### config.mk
export PLATFORM = sky130hd
export DESIGN_NAME = delay_timer_mc
export DESIGN_NICKNAME = d
export VERILOG_FILES = /design/src/rtl/delay_timer_mc.sv
export SDC_FILE = /design/constraint.sdc
export NUM_CORES = 1
export LEC_CHECK = 0
export BUFFER_PORTS_ARGS = -buffer_cell sky130_fd_sc_hd__buf_4
export CORE_MARGIN = 1.5
export CORE_UTILIZATION = 40
export CTS_BUF_LIST = sky130_fd_sc_hd__clkbuf_8
export DETAILED_ROUTE_END_ITERATION = 12
export PLACE_DENSITY_LB_ADDON = 0.2
export SLEW_MARGIN = 10
export SYNTH_ARGS = -nofsm -noshare
export SYNTH_HDL_FRONTEND = slang
export SYNTH_SLANG_ARGS = --single-unit
### constraint.sdc
create_clock -name clk -period 7.15 [get_ports clk]
set_input_delay 2.145 -clock clk [delete_from_list [all_inputs] [get_ports clk]]
set_output_delay 2.145 -clock clk [all_outputs]
set_load 0.005 [all_outputs]
### src/rtl/delay_timer_mc.sv
// Multi-channel programmable delay/period timer.
// Every channel counts from 0 up to its active period. When the count
// equals the period the channel fires a one-cycle pulse on sig and raises
// pend. A fire that arrives while pend is still set raises the sticky err flag.
// A new period written through the config port is held in a shadow register.
// It reaches the running counter only on the next start or fire.
module delay_timer_mc #(
   parameter int CHANNELS  = 4,
   parameter int CBITS     = 14,
   parameter int DEFAULT_N = 12500,
   localparam int CHW      = (CHANNELS > 1) ? $clog2(CHANNELS) : 1
) (
   input  logic                clk,
   input  logic                rst,
   input  logic                cfg_we,
   input  logic [CHW-1:0]      cfg_ch,
   input  logic [CBITS-1:0]    cfg_period,
   input  logic                cfg_periodic,
   input  logic [CHANNELS-1:0] start,
   input  logic [CHANNELS-1:0] stop,
   input  logic [CHANNELS-1:0] ack,
   input  logic [CHANNELS-1:0] err_clr,
   output logic [CHANNELS-1:0] sig,
   output logic [CHANNELS-1:0] pend,
   output logic [CHANNELS-1:0] busy,
   output logic [CHANNELS-1:0] err
);

   typedef enum logic {IDLE = 1'b0, RUN = 1'b1} state_t;

   state_t              r_state    [CHANNELS];
   state_t              w_stateNext[CHANNELS];
   logic [CBITS-1:0]    r_cnt      [CHANNELS];
   logic [CBITS-1:0]    w_cntNext  [CHANNELS];
   logic [CBITS-1:0]    r_pa       [CHANNELS];
   logic [CBITS-1:0]    w_paNext   [CHANNELS];
   logic [CBITS-1:0]    r_ps       [CHANNELS];
   logic [CBITS-1:0]    w_psNext   [CHANNELS];
   logic [CHANNELS-1:0] r_mode;
   logic [CHANNELS-1:0] w_modeNext;
   logic [CHANNELS-1:0] w_fire;
   logic [CHANNELS-1:0] r_sig;
   logic [CHANNELS-1:0] r_pend;
   logic [CHANNELS-1:0] w_pendNext;
   logic [CHANNELS-1:0] r_err;
   logic [CHANNELS-1:0] w_errNext;
   logic [CHANNELS-1:0] r_busy;
   logic [CHANNELS-1:0] w_busyNext;

   // State register: all per-channel state, cleared to reset values asynchronously
   always_ff @(posedge clk or posedge rst) begin
      if (rst) begin
         for (int c = 0; c < CHANNELS; c++) begin
            r_state[c] <= IDLE;
            r_cnt[c]   <= '0;
            r_pa[c]    <= CBITS'(DEFAULT_N);
            r_ps[c]    <= CBITS'(DEFAULT_N);
         end
         r_mode <= '0;
         r_sig  <= '0;
         r_pend <= '0;
         r_err  <= '0;
         r_busy <= '0;
      end else begin
         for (int c = 0; c < CHANNELS; c++) begin
            r_state[c] <= w_stateNext[c];
            r_cnt[c]   <= w_cntNext[c];
            r_pa[c]    <= w_paNext[c];
            r_ps[c]    <= w_psNext[c];
         end
         r_mode <= w_modeNext;
         r_sig  <= w_fire;
         r_pend <= w_pendNext;
         r_err  <= w_errNext;
         r_busy <= w_busyNext;
      end
   end

   // Next state per channel: a same-edge config write is visible to start and fire; stop beats start beats counting
   always_comb begin
      for (int c = 0; c < CHANNELS; c++) begin
         w_psNext[c]    = r_ps[c];
         w_modeNext[c]  = r_mode[c];
         w_stateNext[c] = r_state[c];
         w_cntNext[c]   = r_cnt[c];
         w_paNext[c]    = r_pa[c];
         w_fire[c]      = 1'b0;
         if (cfg_we && (cfg_ch == CHW'(c))) begin
            w_psNext[c]   = cfg_period;
            w_modeNext[c] = cfg_periodic;
         end
         if (stop[c]) begin
            w_stateNext[c] = IDLE;
            w_cntNext[c]   = '0;
         end else if (start[c]) begin
            w_stateNext[c] = RUN;
            w_cntNext[c]   = '0;
            w_paNext[c]    = w_psNext[c];
         end else if (r_state[c] == RUN) begin
            if (r_cnt[c] == r_pa[c]) begin
               w_fire[c]      = 1'b1;
               w_cntNext[c]   = '0;
               w_paNext[c]    = w_psNext[c];
               w_stateNext[c] = w_modeNext[c] ? RUN : IDLE;
            end else begin
               w_cntNext[c] = r_cnt[c] + CBITS'(1);
            end
         end
      end
   end

   // Output flags: a new fire outranks ack on pend, and a new overrun outranks err_clr on err
   always_comb begin
      for (int c = 0; c < CHANNELS; c++) begin
         w_pendNext[c] = r_pend[c];
         w_errNext[c]  = r_err[c];
         w_busyNext[c] = (w_stateNext[c] == RUN);
         if (w_fire[c]) begin
            w_pendNext[c] = 1'b1;
         end else if (ack[c]) begin
            w_pendNext[c] = 1'b0;
         end
         if (w_fire[c] && r_pend[c] && !ack[c]) begin
            w_errNext[c] = 1'b1;
         end else if (err_clr[c]) begin
            w_errNext[c] = 1'b0;
         end
      end
   end

   assign sig  = r_sig;
   assign pend = r_pend;
   assign busy = r_busy;
   assign err  = r_err;

endmodule

### Yosys cells after proc, flatten, opt, wreduce, memory -nomap -nowiden

Cells that the tools add are included.

* register bits: 192
* output and inout port bits: 16
* logic and storage cells: 171

* $add $sub $neg: 4
* eq/ne operators: 7
* muxes and demuxes: 88
* bitwise operators: 4
* reductions and logical operators: 41

Operators by type and width (number)
* $mux 14: 32
* $add 14x1->14 const B: 4
* $eq 14x14->1: 4
* $mux 1: 56
* $reduce_bool 2->1: 16
* $logic_and 1x1->1: 12
* $reduce_and 3->1: 4
* $reduce_bool 3->1: 4
* $eq 2x2->1 const B: 2
* $logic_not 1->1: 4
* $not 1->1: 4
* $eq 2x1->1 const B: 1
* $logic_not 2->1: 1

### Depth between registers and ports, before layout

Gate-level depths: netlist of the first run.

* depth in word-level cells: 8
* gate-level depth with buffers: 7
* mapped depth without buffers: 6

### Least setup slack after synthesis of the first run

Ideal clock, no wire load.

* kind: in2reg
* start: in cfg_ch[1]
* end: reg r_pa[45] (netlist name)
* library setup time: 0.125 ns
* arrival time: 3.483 ns
* data required time: 7.025 ns
* slack: 3.542 ns
* stages: 4
* cell sequence: nor3b_2 > clkbuf_1 > mux2_2 > mux2_2

RTL lines
* start: declaration: line 16 `input logic [CHW-1:0] cfg_ch,`
* end signal: indexed assignment: line 56 `r_pa[c] <= CBITS'(DEFAULT_N);`
* end signal: indexed assignment: line 68 `r_pa[c] <= w_paNext[c];`
* end: declaration: line 35 `logic [CBITS-1:0] r_pa [CHANNELS];`

==> run_results.csv, run 1 <==
group,metric,value,unit
clock_network,clk_pin_slew,0.08,ns
worst_setup_path,start_kind,"input pin",
place,dp_hpwl,12200,um
logic_synthesis,ys_seq_elements,188,
timing,finalSetupViolCount,0,
logic_synthesis,synth_nets,762,
timing,fin_setup_tns,0,ns
timing,relSlewSlack,18.1,%
worst_setup_path,critPathKind,"input pin to flop",
logic_synthesis,syn_area,8760,um^2
worst_setup_path,endpoint_kind,"flop",
logic_synthesis,synth_top_area_share,40.0,%
hold_path,hold_path.class,"flop to flop",
floorplan,core_area,21200,um^2
route,first_pass_iters,4,
route,vias_per_cell,5.33,
global_route,grt_pass1_vias,5770,
floorplan,dieArea,22800,um^2
route,wl_per_cell,16.8,um
timing,finalClockSkew,0.0229,ns
logic_synthesis,yosys_warnings,0,
floorplan,pin_count,52,
pwr,p_switching,0.637,mW
cells_and_area,fill_cells,1949,
cells_and_area,finish.utilization,46.4,%
pwr,p_total,2.50,mW
logic_synthesis,ys_seq_area_share,54.4,%
pwr,leakagePower,4.21,nW
global_route,grt_overflow,0,
pwr,power_density,254,nW/um^2
place,gp_congestion,0.795,
logic_synthesis,post-synth-top-count-cell,"dfrtp_1",
logic_synthesis,synth_top_area_cell,"dfrtp_1",
timing,slew_viol_final,0,
worst_setup_path,worst_ep_required_time,7.49,ns
clock_network,post-cts-setup-buffers,0,
floorplan,die_y,151,um
global_route,grt_first_pass_wirelength,29900,um
cells_and_area,antenna_cells,0,
logic_synthesis,async_flop_share,100,%
logic_synthesis,synth_cells,722,
outcome,status,"complete, no violations",
route,drc,0,
logic_synthesis,synth_cell_types,57,
cells_and_area,drive_gt1_share,32.6,%
cells_and_area,final_nets,816,
place,io_buffers,51,
global_route,grt.total_usage,17.0,%
clock_network,hold_buffers,0,
timing,hold_viol_final,0,
route,ant_nets,0,
logic_synthesis,synth-edff-count,0,
cells_and_area,stdcell_count,1064,
timing,finalCritPeriodShare,50.5,%
floorplan,start_util,41.3,%
clock_network,h-tree-depth,4,
route,wl,17800,um
pwr,p_clk_share,30.6,%
cells_and_area,areaGrowthSynthToFinish,12.5,%
pwr,peakVddDrop,119,uV
clock_network,cts_tree,"done",
logic_synthesis,synthTopCellsByArea,"dfrtp_1 40%, dfstp_2 14%, mux2_2 13%, xnor2_1 4.8%, nand2_1 2.1%",
route,dr.first_iter.drc_count,335,
pwr,switching_share,25.5,%
clock_network,numCtsBuffers,17,
clock_network,cts_resized,0,
floorplan,row_count,53,
timing,max_freq,0.277,GHz
clock_network,clk_latency,0.47,ns
worst_setup_path,path_max_fanout,15,
pwr,sequentialPowerShare,54.4,%
timing,grt_setup_unrepaired,"false",
clock_network,cts.sinks,188,
timing,fin_crit,3.61,ns
global_route,antenna_found_initial,0,
global_route,grt_max_degree,189,
clock_network,cts_root_buffer,"clkbuf_8",
place,dp_cells,1032,
logic_synthesis,syn_area_per_cell,12.1,um^2
floorplan,die_x,151,um
clock_network,cts_max_path_buffers,2,
pwr,p_int,1.86,mW
logic_synthesis,synth_common_cells,"140 x dfrtp_1, 98 x mux2_2, 48 x dfstp_2, 48 x nand2_1, 48 x xnor2_1",
timing,worstMarginPinSlew,1.22,ns
flow_run,max-cap-violations,0,
route,vias,5666,
logic_synthesis,synth_flop_cell,"dfrtp_1",
pwr,p_comb_share,15.0,%
worst_setup_path,arrival,3.95,ns
## through the flow
stage	hold slack, ns	cell area, um^2	setup WS, ns
CTS	0.503	9850	3.55
floorplan	0.467	8760	2.62
finish	0.499	9850	3.54
detailed placement	0.483	9420	3.05
global placement	0.475	9420	3.10
global route	0.521	9850	3.46
## placed cells by master, fill, tap and decap left out, types with 8 or more instances in the layout
master	netlist	routed
nor2_1	40	40
dfstp_2	48	48
buf_4	2	55
nand3_1	24	24
and3_1	9	9
inv_1	17	18
nor3_1	19	19
clkbuf_8	0	17
o21ai_0	20	20
mux2_1	9	9
nand2b_1	8	8
mux2_2	98	98
xnor2_1	48	48
xor2_1	18	18
dfrtp_1	140	140
nand2_1	48	48
mux2_4	10	10
a21oi_1	10	10
nor4_1	9	9
nor3b_1	11	11
a21o_1	12	12
nand4_1	21	21
## metal layers
layer	global-route usage, %	vias to the layer above	part of all wire (%)
li1	-	2686	-
met1	23.2	2855	48
met2	27.5	104	48
met3	3.34	21	3.0
met4	4.76	0	1.2
met5	0	-	0
## registers in the layout, summed over array words and instances (netlist names)
signal,cells
busy,4
err,4
pend,4
r_cnt,56
r_mode,4
r_pa,56
r_ps,56
sig,4
## power by group through the flow
stage	combinational (mW)	sequential [mW]	clock (mW)
detailed placement	0.380	1.38	0
global route	0.418	1.38	0.831
CTS	0.382	1.36	0.790
global placement	0.365	1.38	0
floorplan	0.303	1.35	0
finish	0.376	1.36	0.763
## cell families after synthesis
logic type / synth area share (%)
buf+inv: 2.13
compound gates: 7.17
fa+ha+maj: 0.571
xor+xnor: 6.60
mux: 15.8
flops: 54.4
simple gates: 13.3
## path summary, 6_finish.rpt
check | endpoint | slack, ns | startpoint | cells past startpoint
worst max-delay path | r_pa[42]$_DFFE_PP0P_ | 3.54 | cfg_ch[1] | 4
worst min-delay path | r_ps[51]$_DFF_PP0_ | 0.50 | r_ps[51]$_DFF_PP0_ | 1
worst max register to register | r_pa[17]$_DFFE_PP0P_ | 4.52 | r_cnt[23]$_DFFE_PP0P_ | 5
worst min register to register | r_ps[51]$_DFF_PP0_ | 0.50 | r_ps[51]$_DFF_PP0_ | 1
max in group asynchronous | r_cnt[54]$_DFFE_PP0P_ | 4.46 | rst | 3
min in group asynchronous | pend[3]$_DFFE_PP0P_ | 1.92 | rst | 3
## critical path, stage by stage
cell     delay, ns
buf_4         0.12
nor3b_2       0.97
mux2_2        0.44
mux2_2        0.26
## layout make-up
cell class | count | area [um^2] | area share (%)
multi-input combinational | 496 | 3810 | 38.7
clock inverter | 15 | 199 | 2.02
clock buffer | 17 | 234 | 2.37
timing repair buffer | 56 | 433 | 4.39
inverter | 17 | 67.6 | 0.686
tap | 275 | 344 | 3.49
sequential | 188 | 4760 | 48.4
No activity file was read; power rests on OpenSTA's default activity.
==> run 2: changes to the inputs <==
==> constraint.sdc (replaced) <==
create_clock -name clk -period 3.75 [get_ports clk]
set_input_delay 1.125 -clock clk [delete_from_list [all_inputs] [get_ports clk]]
set_output_delay 1.125 -clock clk [all_outputs]
set_load 0.005 [all_outputs]
==> run_results.csv, run 2 (synthesis gave the netlist of run 1 again) <==
group,metric,value,unit
outcome,status,"complete, no violations",
timing,fin_crit,2.70,ns
flow_run,max-cap-violations,0,
cells_and_area,drive_gt1_share,33.4,%
clock_network,cts.sinks,188,
pwr,peakVddDrop,233,uV
hold_path,worstHoldEndpoint,"r_ps[14]$_DFF_PP0_",
route,ant_nets,0,
floorplan,die_y,151,um
timing,hold_viol_final,0,
worst_setup_path,rr_endpoint,"r_pa[14]$_DFFE_PP0P_",
cells_and_area,stdcell_area,9930,um^2
floorplan,start_util,41.3,%
clock_network,clk_pin_slew,0.10,ns
worst_setup_path,crit_buf_inv,0,
cells_and_area,multi_input_area,3810,um^2
global_route,met3_usage,2.89,%
worst_setup_path,path_cells,"xor2_1 > nor4_1 > nand4_1 > a21oi_2 > mux2_2",
floorplan,row_count,53,
floorplan,dieArea,22800,um^2
global_route,grt_pass1_vias,5875,
clock_network,cts_max_path_buffers,2,
route,dr.first_iter.drc_count,293,
route,wl,18200,um
cells_and_area,top_regs,"r_cnt (56), r_pa (56), r_ps (56)",
global_route,grt_first_pass_wirelength,30400,um
timing,relSlewSlack,29.4,%
worst_setup_path,endpoint_kind,"flop",
hold_path,hold_path.class,"flop to flop",
global_route,global_route.usage.met1,23.3,%
clock_network,numCtsBuffers,17,
pwr,power_density,484,nW/um^2
worst_setup_path,path_max_fanout,14,
clock_network,cts_resized,0,
cells_and_area,final_nets,823,
place,gp_congestion,0.777,
global_route,antenna_found_initial,0,
hold_path,min_from,"r_ps[14]$_DFF_PP0_",
route,first_pass_iters,7,
pwr,leakagePower,4.25,nW
timing,max_freq,0.370,GHz
timing,worstMarginPinSlew,1.05,ns
floorplan,die_x,151,um
timing,holdWs,0.500,ns
timing,finalCritPeriodShare,72.1,%
worst_setup_path,crit_family,"simple AND/OR/NAND/NOR gates",
floorplan,pin_count,52,
timing,fin_setup_tns,0,ns
worst_setup_path,start_kind,"flop",
worst_setup_path,critPathKind,"flop to flop",
cells_and_area,antenna_cells,0,
route,vias,5687,
global_route,grt_overflow,0,
clock_network,post-cts-setup-buffers,0,
route,drc,0,
worst_setup_path,cp_slowest_stage_delay,0.69,ns
worst_setup_path,timing.rr.start,"r_cnt[23]$_DFFE_PP0P_",
cells_and_area,layout_commonest_cell,"dfrtp_1",
global_route,grt_max_degree,46,
worst_setup_path,arrival,3.05,ns
timing,finalSetupViolCount,0,
cells_and_area,final_cell_mix,"140 x dfrtp_1, 98 x mux2_2, 61 x buf_4",
route,wl_per_cell,17.0,um
hold_path,holdPathStages,1,
worst_setup_path,setup.reg_to_reg.worst_slack,1.05,ns
worst_setup_path,worst_ep_required_time,4.10,ns
cells_and_area,ff_latch_area,4760,um^2
cells_and_area,fill_cells,1943,
global_route,gr-max-usage-layer,"met2",
place,dp_hpwl,12800,um
clock_network,hold_buffers,0,
timing,grt_setup_unrepaired,"false",
timing,finalClockSkew,0.0152,ns
clock_network,h-tree-depth,4,
worst_setup_path,crit_slowest_cell,"a21oi_2",
worst_setup_path,reg2regPathDepth,5,
floorplan,core_area,21200,um^2
cells_and_area,areaGrowthSynthToFinish,13.3,%
clock_network,clk_latency,0.46,ns
route,vias_per_cell,5.31,
global_route,met2_usage,28.7,%
place,placed_cell_area,9480,um^2
global_route,grt.total_usage,17.2,%
clock_network,cts_root_buffer,"clkbuf_8",
place,io_buffers,51,
timing,slew_viol_final,0,
clock_network,cts_tree,"done",
-- run 2: changes by cell type in the layout (fill, tap and decap cells not counted) --
cell and delta:
inv_1 -2, buf_12 +1, inv_8 +1, clkinvlp_4 +1
inv_6 +1, buf_4 +6, clkinv_4 -1
-- run 2: area by class of cell --
type,instances,share of cell area [%]
clock buffers,17,2.36
clock inverters,15,2.12
inverters,17,0.681
multi-input cells,496,38.4
flip-flops and latches,188,48.0
well taps,275,3.47
repair buffers,63,5.02
-- run 2: power by group --
group / internal, mW / switching [mW] / total (mW) / leakage, nW
Clock: 0.739 / 0.758 / 1.50 / 0.212
Sequential: 2.41 / 0.174 / 2.59 / 2.31
Combinational: 0.413 / 0.311 / 0.723 / 1.72
-- run 2: worst max-delay path by stage --
stage | startpoint | slack (ns) | cells after the start | endpoint
after floorplan | rst | 0.24 | 1 | busy[0]$_DFF_PP0_
after global placement | cfg_ch[1] | 0.91 | 4 | r_pa[37]$_DFFE_PP0P_
after detailed placement | cfg_ch[1] | 0.87 | 4 | r_pa[33]$_DFFE_PP0P_
after CTS | r_cnt[23]$_DFFE_PP0P_ | 1.04 | 5 | r_pa[14]$_DFFE_PP0P_
after global routing | r_cnt[23]$_DFFE_PP0P_ | 0.91 | 5 | r_pa[14]$_DFFE_PP0P_
final | r_cnt[23]$_DFFE_PP0P_ | 1.05 | 5 | r_pa[14]$_DFFE_PP0P_
-- run 2: per-layer routing --
| metal | vias up | part of all wire [%] |
|---|---|---|
| met5 | - | 0 |
| met4 | 0 | 0.91 |
| met3 | 12 | 2.9 |
| met2 | 97 | 49 |
| met1 | 2880 | 47 |
| li1 | 2698 | - |
-- run 2: metrics by stage --
step | std cells | setup slack (ns) | power [mW] | util (%)
floorplan | 722 | 0.244 | 3.14 | -
global placement | 1039 | 0.912 | 3.33 | 44.7
detailed placement | 1039 | 0.871 | 3.37 | 44.7
CTS | 1071 | 1.04 | 4.87 | 46.8
global route | 1071 | 0.910 | 5.06 | 46.8
finish | 1071 | 1.05 | 4.81 | 46.8
